===== src/rtl/rv32_pkg.sv =====
// rv32_pkg: opcodes, funct fields, FSM states and ALU ops shared by the rv32 core
package rv32_pkg;
    localparam logic [6:0] OPC_LOAD   = 7'h03;
    localparam logic [6:0] OPC_STORE  = 7'h23;
    localparam logic [6:0] OPC_OP_IMM = 7'h13;
    localparam logic [6:0] OPC_OP     = 7'h33;
    localparam logic [6:0] OPC_LUI    = 7'h37;
    localparam logic [6:0] OPC_AUIPC  = 7'h17;
    localparam logic [6:0] OPC_JAL    = 7'h6f;
    localparam logic [6:0] OPC_JALR   = 7'h67;
    localparam logic [6:0] OPC_BRANCH = 7'h63;

    localparam logic [2:0] F3_ADD  = 3'd0;
    localparam logic [2:0] F3_SLL  = 3'd1;
    localparam logic [2:0] F3_SLT  = 3'd2;
    localparam logic [2:0] F3_SLTU = 3'd3;
    localparam logic [2:0] F3_XOR  = 3'd4;
    localparam logic [2:0] F3_SR   = 3'd5;
    localparam logic [2:0] F3_OR   = 3'd6;
    localparam logic [2:0] F3_AND  = 3'd7;
    localparam logic [2:0] F3_BEQ  = 3'd0;
    localparam logic [2:0] F3_BNE  = 3'd1;
    localparam logic [2:0] F3_BLT  = 3'd4;
    localparam logic [2:0] F3_BGE  = 3'd5;
    localparam logic [2:0] F3_BLTU = 3'd6;
    localparam logic [2:0] F3_BGEU = 3'd7;
    localparam logic [2:0] F3_W    = 3'd2;
    localparam logic [6:0] F7_ALT  = 7'h20;

    typedef enum logic [2:0] {FETCH, DECODE, EXEC, MEM, WB} state_t;

    typedef enum logic [3:0] {
        ALU_ADD, ALU_SUB, ALU_SLL, ALU_SLT, ALU_SLTU,
        ALU_XOR, ALU_SRL, ALU_SRA, ALU_OR, ALU_AND
    } alu_op_t;

    // alt selects SUB/SRA; caller decides when funct7 bit 5 is meaningful
    function automatic alu_op_t alu_decode(input logic [2:0] f3, input logic alt);
        return f3 == F3_ADD  ? (alt ? ALU_SUB : ALU_ADD) :
               f3 == F3_SLL  ? ALU_SLL :
               f3 == F3_SLT  ? ALU_SLT :
               f3 == F3_SLTU ? ALU_SLTU :
               f3 == F3_XOR  ? ALU_XOR :
               f3 == F3_SR   ? (alt ? ALU_SRA : ALU_SRL) :
               f3 == F3_OR   ? ALU_OR : ALU_AND;
    endfunction
endpackage


===== src/rtl/rv32_alu.sv =====
// rv32_alu: combinational integer ALU with branch compare flags
module rv32_alu
    import rv32_pkg::*;
(
    input  logic [31:0] a,
    input  logic [31:0] b,
    input  alu_op_t     alu_op,
    output logic [31:0] result,
    output logic        eq,
    output logic        lt,
    output logic        ltu
);
    assign eq  = a == b;
    assign lt  = $signed(a) < $signed(b);
    assign ltu = a < b;

    always_comb begin
        result = a + b;
        case (alu_op)
            ALU_SUB:  result = a - b;
            ALU_SLL:  result = a << b[4:0];
            ALU_SLT:  result = {31'b0, lt};
            ALU_SLTU: result = {31'b0, ltu};
            ALU_XOR:  result = a ^ b;
            ALU_SRL:  result = a >> b[4:0];
            ALU_SRA:  result = 32'($signed(a) >>> b[4:0]);
            ALU_OR:   result = a | b;
            ALU_AND:  result = a & b;
            default:  result = a + b;
        endcase
    end
endmodule


===== src/rtl/rv32.sv =====
// rv32: multi-cycle RV32I subset core, FETCH/DECODE/EXEC(/MEM/WB) per instruction
module rv32
    import rv32_pkg::*;
(
    input  logic        clk_i,
    input  logic        rst_i,
    input  logic [31:0] instr_data_i,
    input  logic [31:0] mem_data_i,
    output logic [31:0] instr_addr_o,
    output logic        mem_we_o,
    output logic [31:0] mem_addr_o,
    output logic [31:0] mem_data_o
);
    state_t      state;
    logic [31:0] pc, ir;
    logic [31:0] rf [32];

    logic [6:0]  opc;
    logic [4:0]  rd, rs1, rs2;
    logic [2:0]  f3;
    logic [31:0] imm_i, imm_s, imm_b, imm_u, imm_j;
    logic [31:0] rs1_v, rs2_v, alu_b, alu_res, pc4, rd_val, next_pc, ls_addr;
    logic        eq, lt, ltu, taken, rd_we, is_lw, is_sw;
    alu_op_t     alu_op;

    assign opc = ir[6:0];
    assign rd  = ir[11:7];
    assign f3  = ir[14:12];
    assign rs1 = ir[19:15];
    assign rs2 = ir[24:20];

    assign imm_i = {{20{ir[31]}}, ir[31:20]};
    assign imm_s = {{20{ir[31]}}, ir[31:25], ir[11:7]};
    assign imm_b = {{19{ir[31]}}, ir[31], ir[7], ir[30:25], ir[11:8], 1'b0};
    assign imm_u = {ir[31:12], 12'b0};
    assign imm_j = {{11{ir[31]}}, ir[31], ir[19:12], ir[20], ir[30:21], 1'b0};

    // x0 is never written, so a plain read returns 0 for it
    assign rs1_v = rf[rs1];
    assign rs2_v = rf[rs2];

    assign alu_b  = (opc == OPC_OP || opc == OPC_BRANCH) ? rs2_v : imm_i;
    assign alu_op = alu_decode(f3, opc == OPC_OP ? ir[30] : (f3 == F3_SR && ir[30]));

    rv32_alu u_alu (
        .a      (rs1_v),
        .b      (alu_b),
        .alu_op (alu_op),
        .result (alu_res),
        .eq     (eq),
        .lt     (lt),
        .ltu    (ltu)
    );

    assign taken = f3 == F3_BEQ  ? eq  :
                   f3 == F3_BNE  ? !eq :
                   f3 == F3_BLT  ? lt  :
                   f3 == F3_BGE  ? !lt :
                   f3 == F3_BLTU ? ltu :
                   f3 == F3_BGEU ? !ltu : 1'b0;

    assign pc4     = pc + 32'd4;
    assign is_lw   = opc == OPC_LOAD && f3 == F3_W;
    assign is_sw   = opc == OPC_STORE && f3 == F3_W;
    assign ls_addr = (rs1_v + (opc == OPC_STORE ? imm_s : imm_i)) & ~32'd3;
    assign rd_we   = rd != 5'd0 &&
                     opc inside {OPC_LUI, OPC_AUIPC, OPC_JAL, OPC_JALR, OPC_OP, OPC_OP_IMM};
    assign rd_val  = opc == OPC_LUI   ? imm_u :
                     opc == OPC_AUIPC ? pc + imm_u :
                     (opc == OPC_JAL || opc == OPC_JALR) ? pc4 : alu_res;
    assign next_pc = opc == OPC_JAL  ? pc + imm_j :
                     opc == OPC_JALR ? (rs1_v + imm_i) & ~32'd1 :
                     (opc == OPC_BRANCH && taken) ? pc + imm_b : pc4;

    assign instr_addr_o = {2'b0, pc[31:2]};

    always_ff @(posedge clk_i or negedge rst_i) begin
        if (!rst_i) begin
            state      <= FETCH;
            pc         <= '0;
            ir         <= '0;
            mem_addr_o <= '0;
            mem_data_o <= '0;
            mem_we_o   <= 1'b0;
            for (int i = 0; i < 32; i++) rf[i] <= '0;
        end else begin
            case (state)
                FETCH:  state <= DECODE;
                DECODE: begin
                    ir    <= instr_data_i;
                    state <= EXEC;
                end
                EXEC: begin
                    if (is_lw || is_sw) begin
                        mem_addr_o <= ls_addr;
                        if (is_sw) begin
                            mem_data_o <= rs2_v;
                            mem_we_o   <= 1'b1;
                        end
                        state <= MEM;
                    end else begin
                        if (rd_we) rf[rd] <= rd_val;
                        pc    <= next_pc;
                        state <= FETCH;
                    end
                end
                MEM: begin
                    mem_we_o <= 1'b0;
                    if (is_sw) begin
                        pc    <= pc4;
                        state <= FETCH;
                    end else begin
                        state <= WB;
                    end
                end
                WB: begin
                    if (rd != 5'd0) rf[rd] <= mem_data_i;
                    pc    <= pc4;
                    state <= FETCH;
                end
                default: state <= FETCH;
            endcase
        end
    end
endmodule


===== config.mk =====
export PLATFORM = sky130hd
export DESIGN_NAME = rv32
export DESIGN_NICKNAME = d
export VERILOG_FILES = /design/src/rtl/rv32_pkg.sv /design/src/rtl/rv32_alu.sv /design/src/rtl/rv32.sv
export SDC_FILE = /design/constraint.sdc
export NUM_CORES = 2
export LEC_CHECK = 0
export ABC_CLOCK_PERIOD_IN_PS = 16300
export CAP_MARGIN = 20
export CORE_MARGIN = 1.5
export CORE_UTILIZATION = 51
export CTS_BUF_LIST = sky130_fd_sc_hd__clkbuf_4
export CTS_CLUSTER_DIAMETER = 50
export DETAILED_ROUTE_END_ITERATION = 7
export PLACE_DENSITY = 0.67
export SLEW_MARGIN = 5
export SYNTH_ARGS = -nofsm -noshare
export SYNTH_HDL_FRONTEND = slang
export SYNTH_SLANG_ARGS = --single-unit

===== constraint.sdc =====
create_clock -name clk_i -period 16.3 [get_ports clk_i]
set_input_delay 3.26 -clock clk_i [delete_from_list [all_inputs] [get_ports clk_i]]
set_output_delay 3.26 -clock clk_i [all_outputs]
set_load 0.005 [all_outputs]

After elaboration in Yosys (flattened, before gate mapping) --
Cells that the tools add are included.
Cells by class: add/sub/neg operators 8, $lt $le $gt $ge 6, eq/ne operators 36, shifts and indexed selects 3, mux-type cells 48, bitwise gates (word level) 6, reductions and logical operators 24
Operators by type and width (number):
- two-way mux 1024 bit | 3
- bitwise mux 1024 bit | 2
- one-hot mux 1024 bit (2 select lines) | 1
- two-way mux 32 bit | 14
- binary-select mux 32 bit (select 5 bit) | 2
- one-hot mux 32 bit (9 select lines) | 1
- adder 32 bit | 6
- demux 32 bit (select 5 bit) | 1
- one-hot mux 32 bit (3 select lines) | 1
- < comparator 32 bit | 2
- adder 32 x 3 -> 32 bit, second input constant | 1
- bitwise AND 32 bit | 1
- equality test 32 bit | 1
- bitwise OR 32 bit | 1
- left shift 32 x 5 -> 32 bit | 1
- >> shifter 32 x 5 -> 32 bit | 1
- >>> shifter 32 x 5 -> 32 bit | 1
- subtractor 32 bit | 1
- XOR 32 bit | 1
- two-way mux 4 bit | 6
- equality test 7 x 6 -> 1 bit, second input constant | 3
- equality test 7 bit, second input constant | 3
- greater-or-equal comparator 6 bit, second input constant | 3
- inverter 5 -> 6 bit | 3
- 28 further kinds | 71
Word-level totals: register bits 1154, output and inout port bits 97

Depth between registers and ports, before layout --
depth in word-level cells 19, mapped depth 28, depth with buffers taken out 20

By module --
A second synthesis with hierarchy kept.
Second synthesis, totals: cell total of the unflattened synthesis 7443, area total of the unflattened synthesis 74128.6 µm²
By module, submodules not included:
- rv32 | instances 1, cells an instance 6129, area an instance 65519.1 µm²
- rv32_alu | instances 1, cells an instance 1314, area an instance 8609.5 µm²

Least setup slack after synthesis --
OpenSTA, ideal clock, no wires.
path type reg-to-reg, from register ir[20], to register pc[3], library setup time 129 ps, arrival 6668 ps, required time 16171 ps, slack 9504 ps, stages on the path, launching flop included 25, path buffers 8, period minus slack after synthesis 6796 ps, cell sequence dfrtp_1 > buf_4 > buf_12 > buf_6 > buf_2 > buf_1 > buf_1 > mux4_2 > mux4_2 > mux2i_1 > a21o_1 > ha_1 > buf_2 > inv_1 > nor4_1 > nand4_1 > nor4_1 > xor2_1 > a21oi_1 > or3_1 > a211oi_2 > buf_2 > mux2_2 > o211ai_1 > nand3_1
On the way: word-level cells in the longest chain between the ends 19, elaborated cells between the ends (all ways) 24, those cells by class add/sub: 1; order compare: 2; eq/ne: 1; mux: 15; bitwise: 1; reduce/logical: 4
Ends and longest elaborated chain:
- start: declaration | line rv32.sv:15 | logic [31:0] pc, ir;
- start signal: assignment | line rv32.sv:90 | ir <= instr_data_i;
- inverter 5 -> 6 bit (not written as such) | line rv32.sv:40 | assign rs2_v = rf[rs2];
- binary-select mux 32 bit (select 5 bit) | line rv32.sv:40
- two-way mux 32 bit (not written as such) (2 in series) | line rv32.sv:40
- two-way mux 32 bit | line rv32.sv:42 | assign alu_b = (opc == OPC_OP || opc == OPC_BRANCH) ? rs2_v : imm_i;
- < comparator 32 bit | line rv32_alu.sv:15 | assign ltu = a < b;
- logical NOT 1 bit | line rv32.sv:60 | f3 == F3_BGEU ? !ltu : 1'b0;
- two-way mux 1 bit | line rv32.sv:60
- two-way mux 1 bit | line rv32.sv:59 | f3 == F3_BLTU ? ltu :
- [... 2 more ...]
- two-way mux 1 bit | line rv32.sv:56 | f3 == F3_BNE ? !eq :
- two-way mux 1 bit | line rv32.sv:55 | assign taken = f3 == F3_BEQ ? eq :
- logical AND 1 bit | line rv32.sv:73 | (opc == OPC_BRANCH && taken) ? pc + imm_b : pc4;
- two-way mux 32 bit | line rv32.sv:73
- two-way mux 32 bit * | line rv32.sv:72 | opc == OPC_JALR ? (rs1_v + imm_i) & ~32'd1 :
- two-way mux 32 bit * | line rv32.sv:71 | assign next_pc = opc == OPC_JAL ? pc + imm_j :
- two-way mux 32 bit * | line rv32.sv:94 | if (is_lw || is_sw) begin
- one-hot mux 32 bit (3 select lines) * | line rv32.sv:87 | case (state)
- end signal: assignment | line rv32.sv:103 | pc <= next_pc;
- end signal: assignment | line rv32.sv:110 | pc <= pc4;
- end signal: assignment | line rv32.sv:118 | pc <= pc4;
- end: declaration | line rv32.sv:15
Every way passes the cells marked *; elsewhere a longest branch is shown, timed or not. The select of a mux whose other input is x is not followed. A chain may end at the register's enable or synchronous reset.

Worst setup path after layout --
from register ir[21], to register rf[313] in the netlist's numbering
On the way: word-level cells in the longest chain between the ends 14, elaborated cells between the ends (all ways) 22, those cells by class add/sub: 3; shift: 3; mux: 12; bitwise: 4
Ends and longest elaborated chain:
- inverter 5 -> 6 bit (not written as such) | line rv32.sv:40
- binary-select mux 32 bit (select 5 bit) | line rv32.sv:40
- two-way mux 32 bit (not written as such) (2 in series) | line rv32.sv:40
- two-way mux 32 bit | line rv32.sv:42
- adder 32 bit (tied with other cells)
- one-hot mux 32 bit (9 select lines) | line rv32_alu.sv:19 | case (alu_op)
- two-way mux 32 bit | line rv32.sv:70 | (opc == OPC_JAL || opc == OPC_JALR) ? pc4 : alu_res;
- two-way mux 32 bit * | line rv32.sv:69 | opc == OPC_AUIPC ? pc + imm_u :
- two-way mux 32 bit * | line rv32.sv:68 | assign rd_val = opc == OPC_LUI ? imm_u :
- bitwise mux 1024 bit * | line rv32.sv:102 | if (rd_we) rf[rd] <= rd_val;
- two-way mux 1024 bit * | line rv32.sv:102
- two-way mux 1024 bit * | line rv32.sv:94
- one-hot mux 1024 bit (2 select lines) * | line rv32.sv:87
- end signal: indexed assignment | line rv32.sv:102
- end signal: indexed assignment | line rv32.sv:117 | if (rd != 5'd0) rf[rd] <= mem_data_i;
- end: declaration | line rv32.sv:16 | logic [31:0] rf [32];
Marked as above.

==> flow_summary.json <==
{
  "status": "finished, final reports clean",
  "port_buffers": 158,
  "fin_nets": 7967,
  "routedWlPerCell_um": 33.5,
  "clk_latency_ns": 1.46,
  "grtUsageTotal_pct": 43.2,
  "gp_congestion": 1.08,
  "rsz0062_at_grt": "no",
  "synthArstFlopShare_pct": 100,
  "overflow": 0,
  "fin_crit_sh_pct": 58.7,
  "critPathMaxFanout": 61,
  "crit_path_start_kind": "register",
  "dieArea_um2": 153000,
  "min_period_ns": 9.57,
  "synth-edff-count": 0,
  "path_class": "reg2reg",
  "syn_to_final_growth_pct": 8.69,
  "crit_slowest_cell": "nand3_1",
  "synth_xor_area_share_pct": 2.24,
  "postRouteAntennaNets": 0,
  "post_cts_buffers": 0,
  "cp_data_required_time_ns": 17.54,
  "drive_above_1_share_pct": 20.8,
  "synth_most_common_cell": "dfrtp_1",
  "tightest_slew_ns": 1.27,
  "r2r.worst_path.cells": 18,
  "synth.mux.area_fraction_pct": 24.4,
  "antenna_found_initial": 25,
  "placed_cells_incl_taps": 9376,
  "yosysSeqAreaShare_pct": 37.5,
  "place_area_um2": 79600,
  "cp-endpoint": "rf[313]",
  "endpoint_kind": "register",
  "rows": 142,
  "crit_chain": "buf_4 -> buf_4 -> buf_4 -> mux4_2 -> mux4_2 -> mux2i_1 -> a21o_1 -> ha_1 -> or3_1 -> a211oi_1 -> o31ai_1 -> o311ai_0 -> a21oi_1 -> a31oi_1 -> mux2i_1 -> o21ai_0 -> nand3_1 -> o21ai_0",
  "slew_viol_final": 0,
  "yosysUniqueCellTypes": 110,
  "ys.flop_type": "dfrtp_1",
  "clockRootBuffer": "clkbuf_4",
  "hp-class": "reg2reg",
  "cts_buffer_depth": 4,
  "cts_inserted_buffers": 334,
  "route.detailed.drc": 0,
  "ys_warn_count": 0,
  "rr_endpoint": "rf[313]",
  "postSynthAreaPerCell_um2": 9.92,
  "finalClockSkew_ns": 0.205,
  "cpMostUsedCell": "buf_4",
  "max_stage_delay_ns": 0.92,
  "grt_pass1_vias": 65500,
  "drtPass1Iterations": 6,
  "hold_buffers": 0,
  "rrSetupSlack_ns": 6.73,
  "io_pins": 163,
  "wl_um": 333000,
  "start_util_pct": 51.3,
  "cts_resized": 0,
  "vias": 67900,
  "clkSinkCount": 1153,
  "grt_max_degree": 193,
  "die_h_um": 391,
  "reg2reg_from": "ir[21]",
  "maxCapViolCount": 0,
  "core_um2": 150000,
  "vias_per_cell": 6.84,
  "grt_pass1_wl_um": 474000,
  "yosys.area.top_type": "dfrtp_1",
  "synth.top_cell.area_share_pct": 37.5,
  "syn_inst": 7746,
  "slew_headroom_pct": 13.7,
  "syn_area_um2": 76900,
  "path_clk_slew_ns": 0.06,
  "synth_compound_area_share_pct": 17.1,
  "fin_hold_ws_ns": 0.403,
  "dr.first_iter.drc_count": 8425,
  "synth_simple_gate_area_share_pct": 10.1,
  "final_cell_area_um2": 83500,
  "cp.arrival_ns": 10.81,
  "hold_violations": 0,
  "place.detailed.hpwl_um": 226000,
  "fillers": 13300,
  "ys_top_cells_by_area": "dfrtp_1, mux4_2, mux2i_1",
  "cts_tree": "built",
  "critPathLaunch": "ir[21]",
  "fin_cells": 9935,
  "synth_top_family_by_area": "multiplexers",
  "die_w_um": 391,
  "ys_ff_latch": 1153,
  "synthTopCellsByCount": "dfrtp_1, nand2_1, o21ai_0, mux2i_1, clkbuf_1",
  "setup_viol": 0,
  "fmax_ghz": 0.105,
  "synth_fa_ha_area_share_pct": 3.22,
  "tns_ns": 0,
  "htreeDepth": 5
}
-- per-stage QoR --
| stage | utilization, % | setup WS, ns |
|---|---|---|
| 4_1_cts | 55.7 | 6.88 |
| 2_1_floorplan | - | 9.50 |
| 3_3_place_gp | 53.1 | 6.72 |
| 3_5_place_dp | 53.1 | 6.93 |
| 6_report | 55.8 | 6.73 |
| 5_1_grt | 55.8 | 6.51 |
-- flip-flops by register name (all words and copies together), names as in the netlist --
signal and flops:
ir 32, mem_data_o 32, mem_addr_o 30, rf 1024
state 3, pc 31, mem_we_o 1
-- worst min path at each step --
stage	from	endpoint	slack (ns)	depth (start not counted)
after floorplan	rf[1023]	rf[1023]	0.44	1
after global placement	rf[1023]	rf[1023]	0.38	0
after detailed placement	rf[1002]	rf[1002]	0.39	0
after CTS	rf[1008]	rf[1008]	0.40	0
after global routing	rf[1016]	rf[1016]	0.42	0
final	rf[999]	rf[999]	0.40	0
-- layer usage --
layer,part of all wire (%),GRT usage [%],vias to the layer above,routed length [um]
met5,0.035,0,-,115
met4,6.4,24.4,20,21200
met3,11,12.4,1041,37900
met2,44,64.5,4244,145000
met1,39,56.2,34100,129000
li1,-,-,28500,-
-- cell usage in the layout (no fill, tap or decap), types with 59 or more instances in the layout --
master and count:
nor3_1 59, clkdlybuf4s50_1 157, nand2_1 1026, mux4_2 365, inv_1 135, a21oi_1 379, ha_1 188, buf_4 194
mux2i_1 554, o21ai_0 901, dfrtp_1 1144, mux2_2 435, nand3_1 132, xor2_1 66, xnor2_1 131, a21o_1 101
nor2_1 297, clkbuf_4 467, a22oi_1 220
-- logic make-up after synthesis --
logic type,after synthesis
AO/OA/AOI/OAI,2145
XOR/XNOR,197
adder cells (fa/ha/maj),194
buffers and inverters,895
flip-flops,1153
multiplexers,1362
other,1
AND/OR/NAND/NOR,1799
-- area by class of cell --
| cell class | instances | area, um^2 | share of cell area (%) |
|---|---|---|---|
| antenna | 15 | 37.5 | 0.0449 |
| clock buffer | 467 | 3510 | 4.20 |
| clock inverter | 66 | 299 | 0.358 |
| inverter | 143 | 542 | 0.648 |
| multi-input combinational | 5701 | 44400 | 53.1 |
| sequential | 1153 | 28900 | 34.6 |
| tap | 2016 | 2520 | 3.02 |
| timing repair buffer | 374 | 3390 | 4.05 |
-- critical path, delay by kind of cell, from the launching register on --
kind            cells  cell delay (ns)
simple gates        2             1.32
flops               1             0.80
mux                 4             1.68
fa+ha+maj           1             0.37
buf+inv             3             2.23
compound gates      8             2.86
Power is not shown: default switching activity piles up to over one toggle a cycle in this logic, so the estimate is an artifact.
